===== config.mk =====
export PLATFORM = sky130hd
export DESIGN_NAME = seg_scan_driver
export DESIGN_NICKNAME = d
export VERILOG_FILES = /design/src/rtl/seg_scan_pkg.sv /design/src/rtl/seg_scan_driver_bcd_to_seg.sv /design/src/rtl/seg_scan_driver.sv
export SDC_FILE = /design/constraint.sdc
export NUM_CORES = 1
export LEC_CHECK = 0
export CAP_MARGIN = 10
export CORE_ASPECT_RATIO = 0.8
export CORE_MARGIN = 2
export CORE_UTILIZATION = 43
export DETAILED_ROUTE_END_ITERATION = 6
export DONT_BUFFER_PORTS = 1
export PLACE_DENSITY = 0.67
export SLEW_MARGIN = 20
export SYNTH_ARGS = -nofsm -noshare
export SYNTH_HDL_FRONTEND = slang
export SYNTH_SLANG_ARGS = --single-unit

===== constraint.sdc =====
create_clock -name clk -period 7.7 [get_ports clk]
set_clock_uncertainty 0.2 [all_clocks]
set_input_delay 0.77 -clock clk [delete_from_list [all_inputs] [get_ports clk]]
set_output_delay 0.77 -clock clk [all_outputs]
set_load 0.01 [all_outputs]

===== src/rtl/seg_scan_pkg.sv =====
// ============================================================================
// seg_scan_pkg : scan-FSM state codes and 7-segment patterns (bit 0 = seg a)
// Revision     : 1.0
// ============================================================================
`default_nettype none

package seg_scan_pkg;

  typedef logic [1:0] state_t;

  localparam state_t S_D0 = 2'd0;
  localparam state_t S_G0 = 2'd1;
  localparam state_t S_D1 = 2'd2;
  localparam state_t S_G1 = 2'd3;

  // Literal MSB lands on index 0, so each pattern reads a..g left to right.
  typedef logic [0:6] seg_t;

  localparam seg_t SEG_BLANK = 7'b0000000;
  localparam seg_t SEG_DASH  = 7'b0000001;
  localparam seg_t SEG_0     = 7'b1111110;
  localparam seg_t SEG_1     = 7'b0110000;
  localparam seg_t SEG_2     = 7'b1101101;
  localparam seg_t SEG_3     = 7'b1111001;
  localparam seg_t SEG_4     = 7'b0110011;
  localparam seg_t SEG_5     = 7'b1011011;
  localparam seg_t SEG_6     = 7'b1011111;
  localparam seg_t SEG_7     = 7'b1110000;
  localparam seg_t SEG_8     = 7'b1111111;
  localparam seg_t SEG_9     = 7'b1111011;

endpackage

`default_nettype wire


===== src/rtl/seg_scan_driver_bcd_to_seg.sv =====
// ============================================================================
// bcd_to_seg : combinational BCD to 7-segment decoder, codes above 9 -> dash
// Revision   : 1.0
// ============================================================================
`default_nettype none

module bcd_to_seg
  import seg_scan_pkg::*;
(
  input  logic [3:0] bcd_i,
  output logic [0:6] seg_o
);

  always_comb begin
    case (bcd_i)
      4'd0:    seg_o = SEG_0;
      4'd1:    seg_o = SEG_1;
      4'd2:    seg_o = SEG_2;
      4'd3:    seg_o = SEG_3;
      4'd4:    seg_o = SEG_4;
      4'd5:    seg_o = SEG_5;
      4'd6:    seg_o = SEG_6;
      4'd7:    seg_o = SEG_7;
      4'd8:    seg_o = SEG_8;
      4'd9:    seg_o = SEG_9;
      default: seg_o = SEG_DASH;
    endcase
  end

endmodule

`default_nettype wire


===== src/rtl/seg_scan_driver.sv =====
// ============================================================================
// seg_scan_driver : two-digit multiplexed 7-segment scanner with per-frame
//                   digit snapshot. Option macro: LEADING_ZERO_BLANK_EN.
// Revision        : 1.0
// ============================================================================
`default_nettype none

module seg_scan_driver
  import seg_scan_pkg::*;
#(
  parameter int DWELL = 50000,
  parameter int GAP   = 500
) (
  input  logic       clk,
  input  logic       reset,
  input  logic [3:0] units,
  input  logic [3:0] tens,
  output logic [0:6] seg,
  output logic [1:0] an,
  output logic       frame_start
);

  localparam int     c_MAXV   = (DWELL > GAP) ? DWELL : GAP;
  localparam int     CNT_W    = (c_MAXV > 1) ? $clog2(c_MAXV) : 1;
  localparam bit     c_HAS_GAP = (GAP > 0);
  localparam logic [CNT_W-1:0] c_DWELL_LAST = CNT_W'(DWELL - 1);
  localparam logic [CNT_W-1:0] c_GAP_LAST   = c_HAS_GAP ? CNT_W'(GAP - 1) : '0;
  // Without gaps the reset state is the tens slot, held dark until it ends.
  localparam state_t c_RESET_STATE = c_HAS_GAP ? S_G1 : S_D1;

  state_t           state_q, state_d;
  logic [CNT_W-1:0] cnt_q, cnt_d;
  logic [3:0]       units_q, units_d, tens_q, tens_d;
  seg_t             seg_d;
  logic [1:0]       an_d;
  logic             fs_d;
  logic             state_chg, enter_d0;
  logic [3:0]       dec_in;
  seg_t             dec_out;

  bcd_to_seg u_dec (
    .bcd_i (dec_in),
    .seg_o (dec_out)
  );

  always_comb begin
    state_d = state_q;
    case (state_q)
      S_D0:    if (cnt_q == c_DWELL_LAST) state_d = c_HAS_GAP ? S_G0 : S_D1;
      S_G0:    if (cnt_q == c_GAP_LAST)   state_d = S_D1;
      S_D1:    if (cnt_q == c_DWELL_LAST) state_d = c_HAS_GAP ? S_G1 : S_D0;
      default: if (cnt_q == c_GAP_LAST)   state_d = S_D0;
    endcase

    state_chg = (state_d != state_q);
    enter_d0  = state_chg && (state_d == S_D0);
    cnt_d     = state_chg ? '0 : cnt_q + 1'b1;
    units_d   = enter_d0 ? units : units_q;
    tens_d    = enter_d0 ? tens  : tens_q;
    dec_in    = (state_d == S_D0) ? units_d : tens_d;
    fs_d      = enter_d0;

    // Outputs are constant within a state, so they only reload on transitions.
    seg_d = seg;
    an_d  = an;
    if (state_chg) begin
      case (state_d)
        S_D0: begin
          an_d  = 2'b01;
          seg_d = dec_out;
        end
        S_D1: begin
          an_d  = 2'b10;
          seg_d = dec_out;
`ifdef LEADING_ZERO_BLANK_EN
          if (tens_d == 4'd0) begin
            an_d  = 2'b00;
            seg_d = SEG_BLANK;
          end
`endif
        end
        default: begin
          an_d  = 2'b00;
          seg_d = SEG_BLANK;
        end
      endcase
    end
  end

  always_ff @(posedge clk or posedge reset) begin
    if (reset) begin
      state_q     <= c_RESET_STATE;
      cnt_q       <= '0;
      units_q     <= 4'd0;
      tens_q      <= 4'd0;
      seg         <= SEG_BLANK;
      an          <= 2'b00;
      frame_start <= 1'b0;
    end else begin
      state_q     <= state_d;
      cnt_q       <= cnt_d;
      units_q     <= units_d;
      tens_q      <= tens_d;
      seg         <= seg_d;
      an          <= an_d;
      frame_start <= fs_d;
    end
  end

endmodule

`default_nettype wire


# --- Yosys cells after proc, flatten, opt, wreduce, memory -nomap -nowiden ---
# Memories as Yosys holds them, arrays and structs flattened.
# Cells that the tools add are included.
totals:
  memories: 1
  output_inout_bits: 10
  inputBits: 10
  wordCells: 30
  register_bits: 36
  romBits: 112
op_classes:
  n_reduce_logical: 4
  mux: 11
  n_eq_ne: 6
  add_sub_neg: 1
memory_table:
  columns: ["name", "depth", "width", "rd", "rd_clocked_by_memory_dff", "write_ports", "line_no", "rtl"]
  rows:
  - ["(name not given)", 16, 7, 1, 0, 0, "seg_scan_driver_bcd_to_seg.sv:15", "case (bcd_i)"]
ops:
  columns: ["op", "count"]
  rows:
  - ["$add 16x1->16 const B", 1]
  - ["$eq 16x16->1 const B", 1]
  - ["$eq 16x9->1 const B", 1]
  - ["$mux 16", 1]
  - ["$mux 4", 3]
  - ["$mux 2", 4]
  - ["$mux 7", 1]
  - ["$pmux 2 s3", 1]
  - ["$eq 2x2->1 const B", 2]
  - ["$logic_not 2->1", 2]
  - ["$pmux 2 s2", 1]
  - ["$eq 2x1->1 const B", 1]
  - ["$ne 2x2->1", 1]
  - ["$reduce_or 2->1", 1]
  - ["$logic_and 1x1->1", 1]

# --- Depth between registers and ports, before layout ---
# An unclocked memory read counts as a cell.
depth:
  ltp_word: 9
  depth_mapped: 11
  mapped_depth_nobuf: 10

# --- Hierarchy ---
# Synthesis repeated with hierarchy kept, for this count alone.
hier_totals:
  cells_unflattened: 178
  hier_area_um2: 1886.8
modules_own_cells:
  columns: ["module", "cells_per_inst", "instances", "seq_area_each_um2", "area_each_um2"]
  rows:
  - ["seg_scan_driver", 149, 1, 903.4, 1659.1]
  - ["bcd_to_seg", 29, 1, 0.0, 227.7]

# --- Worst setup path after synthesis ---
# No wires, ideal clock.
synth_timing:
  kind: "register -> register"
  start: "register cnt_q[0]"
  end: "register seg[3] (netlist bit)"
  t_required_ps: 7374
  n_path_buf: 1
  period_less_slack_ps: 3097
  path_slack_ps: 4603
  arrival_ps: 2771
  path_stages_with_launch: 12
  setup_time_ps: 126
  path_cell_list: "dfrtp_1 > ha_1 > or4b_1 > or4_4 > buf_6 > mux2i_1 > a22oi_1 > inv_1 > ha_1 > and2_1 > nor2b_1 > o21ai_1"
synth_via:
  elab_chain_cells: 9
  elab_cells_between_ends: 17
  classes_between: "eq/ne (4); mux (9); reduce/logical (3); memory (1)"
synth_lines:
  columns: ["element", "line_no", "rtl"]
  rows:
  - ["start: declaration", "seg_scan_driver.sv:32", "logic [CNT_W-1:0] cnt_q, cnt_d;"]
  - ["start signal: assignment", "seg_scan_driver.sv:101", "cnt_q <= cnt_d;"]
  - ["$eq 16x9->1 or $eq 16x16->1 (tied branches)", null, null]
  - ["$mux 2 (on tied branches)", null, null]
  - ["$pmux 2 s3 (*)", "seg_scan_driver.sv:48", "case (state_q)"]
  - ["$ne 2x2->1 or $logic_not 2->1 (tied branches)", null, null]
  - ["$logic_and 1x1->1", "seg_scan_driver.sv:56", "enter_d0 = state_chg && (state_d == S_D0);"]
  - ["$mux 4 (on tied branches)", "seg_scan_driver.sv:59, seg_scan_driver.sv:58", null]
  - ["$mux 4", "seg_scan_driver.sv:60", "dec_in = (state_d == S_D0) ? units_d : tens_d;"]
  - ["$mem_v2 16x7", null, null]
  - ["$mux 7", "seg_scan_driver.sv:67", "case (state_d)"]
  - ["end signal: assignment", "seg_scan_driver.sv:104", "seg <= seg_d;"]
  - ["end: declaration", "seg_scan_driver.sv:18", "output logic [0:6] seg,"]
# Every way passes the cells marked *; elsewhere a longest branch is shown, timed or not.
# A chain may end at the register's enable or synchronous reset.

# --- Worst setup path in the final report ---
# Ends and elaborated chain as after synthesis.

==> out/metrics.cfg <==
[cts]
ctsResizeCount = 0
path_clk_slew_ns = 0.07
cts_buffer_depth = 2
cts_hold_buf = 0
cts_made_buffers = 5
root_buffer = clkbuf_8
clock_sinks = 36
postCtsSetupRepairBufs = 0
cts_tree = built
clk_latency_ns = 0.30
htreeDepth = 2

[synth]
syn_avg_cell_area_um2 = 9.901
netlist.area_leader.share_pct = 46.70
synth_edf_count = 0
async_reset_ff_share_pct = 100.0
ys_warn_count = 0
postSynthCellCount = 184
synth_fp_nets = 200
synth_cell_types = 43
ys.flop_type = dfrtp_1
seq_area_frac_synth_pct = 49.59
synthesis.area_um2 = 1822
yosysTopAreaCell = dfrtp_1
ys_seq_elements = 36
synthTopCellsByArea = dfrtp_1 47%, nand2_1 8.0%, ha_1 4.1%, xnor2_1 3.8%, nor2_1 3.5%

[timing]
hold_viol = 0
rsz0062_at_grt = false
fin_crit_sh_pct = 42.76
fin_crit_ns = 3.293
worstMarginPinSlew_ns = 1.076
setup_viol = 0
totalNegativeSetupSlack_ns = 0
slew_headroom_pct = 27.58
max_clock_freq_mhz = 303.7
maxSlewViolCount = 0

[cells_and_area]
layout_commonest_cell = nand2_1
final_cell_mix = 39 x nand2_1, 34 x dfrtp_1, 17 x nor2_1
fin_nets = 205
diodes = 0
syn2layout_area_growth_pct = 10.23
drive_above_1_share_pct = 11.05
fin_cells = 247

[global_route]
grt_pass1_vias = 1245
grt_pass1_wl_mm = 6.009
antenna_found_initial = 0
gr-total-overflow = 0
grt_usage_pct = 16.51
grt_max_degree = 37

[pwr]
p_leak_nw = 0.9313
power_density_nw_per_um2 = 187.6
max-vdd-ir-drop_mv = 0.07771

[routing]
routedWlPerCell_um = 13.77
first_pass_iters = 4
ant_nets = 0
totalWireLength_mm = 3.401
drt-initial-drc-count = 59
via_per_inst = 5.053
drc = 0
vias = 1248

[setup_path]
path_class = register to register
ff2ff_path_depth = 10
cp-start-kind = register
cp.arrival_ns = 3.28
cp.required_ns = 7.68
cp_max_fo = 8
end_kind = register

[placed_design]
hpwl_mm = 2.387
gp_congestion = 0.7763
portBuffers = 0
numPlacedInstances = 239

[floorplanning]
coreArea_um2 = 4125
die-area_um2 = 4777
chipWidth_um = 76.77
start_util_pct = 44.16
rows = 21
io_pins = 20
die_h_um = 62.22

[min_path]
hold_path_class = primary input to async pin

[job]
max_cap_viol_count = 0

[status]
status = completed

[layer usage]
metal / track usage [%] / wire length (µm) / vias up
met5: 0 / 0 / -
met4: 9.545 / 95 / 0
met3: 6.395 / 188 / 7
met2: 20.94 / 1314 / 21
met1: 23.60 / 1802 / 583
li1: - / - / 637
[metrics by stage]
stage | power (mW) | setup WS [ns] | utilization [%] | instance area (µm²) | hold WS [ns]
global placement | 0.1971 | 4.504 | 45.62 | 1882 | 0.2438
CTS | 0.3818 | 4.385 | 48.68 | 2008 | 0.2624
floorplan | 0.1956 | 4.603 | - | 1822 | 0.2329
finish | 0.3768 | 4.407 | 48.68 | 2008 | 0.2612
detailed placement | 0.1971 | 4.395 | 45.62 | 1882 | 0.2528
global route | 0.3895 | 4.194 | 48.68 | 2008 | 0.2897
[report_power, final]
part	internal [mW]	switching [mW]	total, mW
logic	0.000523	0.00353	0.00406
registers	0.189	0	0.189
clock network	0.114	0.0694	0.184
[final cells by class]
type	count	area, µm²
Sequential cell	36	903.4
Clock inverter	1	30.03
Inverter	6	22.52
Tap cell	57	71.32
Multi-Input combinational cell	138	869.6
Fill cell	399	2117
Clock buffer	7	96.34
Timing Repair Buffer	2	15.01
[critical path, stage by stage (launching register included)]
cell	delay [ns]
dfrtp_1	0.37
ha_1	0.20
or4b_1	0.47
or4_4	0.63
mux2i_1	0.16
a22oi_1	0.40
inv_1	0.15
ha_1	0.29
and2_1	0.15
nor2b_1	0.11
o21ai_1	0.06
[synth_stat cells, types with 2 or more instances]
| master | instances |
|---|---|
| inv_1 | 5 |
| and3_1 | 3 |
| o21a_1 | 2 |
| nand3_1 | 4 |
| dfrtp_1 | 34 |
| mux2i_1 | 6 |
| nand2_1 | 39 |
| o21ai_0 | 3 |
| dfstp_2 | 2 |
| a21oi_1 | 3 |
| and2_1 | 2 |
| nor2_1 | 17 |
| a21boi_1 | 2 |
| xnor2_1 | 8 |
| nand4_1 | 7 |
| ha_1 | 6 |
| nand2b_1 | 2 |
| clkbuf_1 | 2 |
| xor2_1 | 6 |
| nor4_1 | 2 |
| nor2b_1 | 2 |
| o21ai_1 | 6 |
[flip-flops by register name, indices dropped and copies added, names as in the netlist]
signal       flops
cnt_q           16
an               2
frame_start      1
tens_q           4
seg              7
units_q          4
state_q          2
[kinds of logic (layout without fill, tap and decap cells)]
family,count (synthesis),count (layout),share of synthesized area [%]
AO/OA/AOI/OAI,23,23,8.516
XOR/XNOR,14,14,6.731
adder cells (fa/ha/maj),6,6,4.121
buffers and inverters,10,16,2.679
flip-flops,36,36,49.59
multiplexers,8,8,5.151
AND/OR/NAND/NOR,87,87,23.21
[final timing paths]
path	to	slack, ns	from
worst max-delay path	seg[3]	4.41	cnt_q[0]
worst min-delay path	cnt_q[12]	0.26	reset
worst max register to register	seg[3]	4.41	cnt_q[0]
worst min register to register	cnt_q[0]	0.26	cnt_q[0]
max in group asynchronous	state_q[0]	6.70	reset
min in group clk	cnt_q[0]	0.26	cnt_q[0]
No activity file was read; power rests on OpenSTA's default activity.
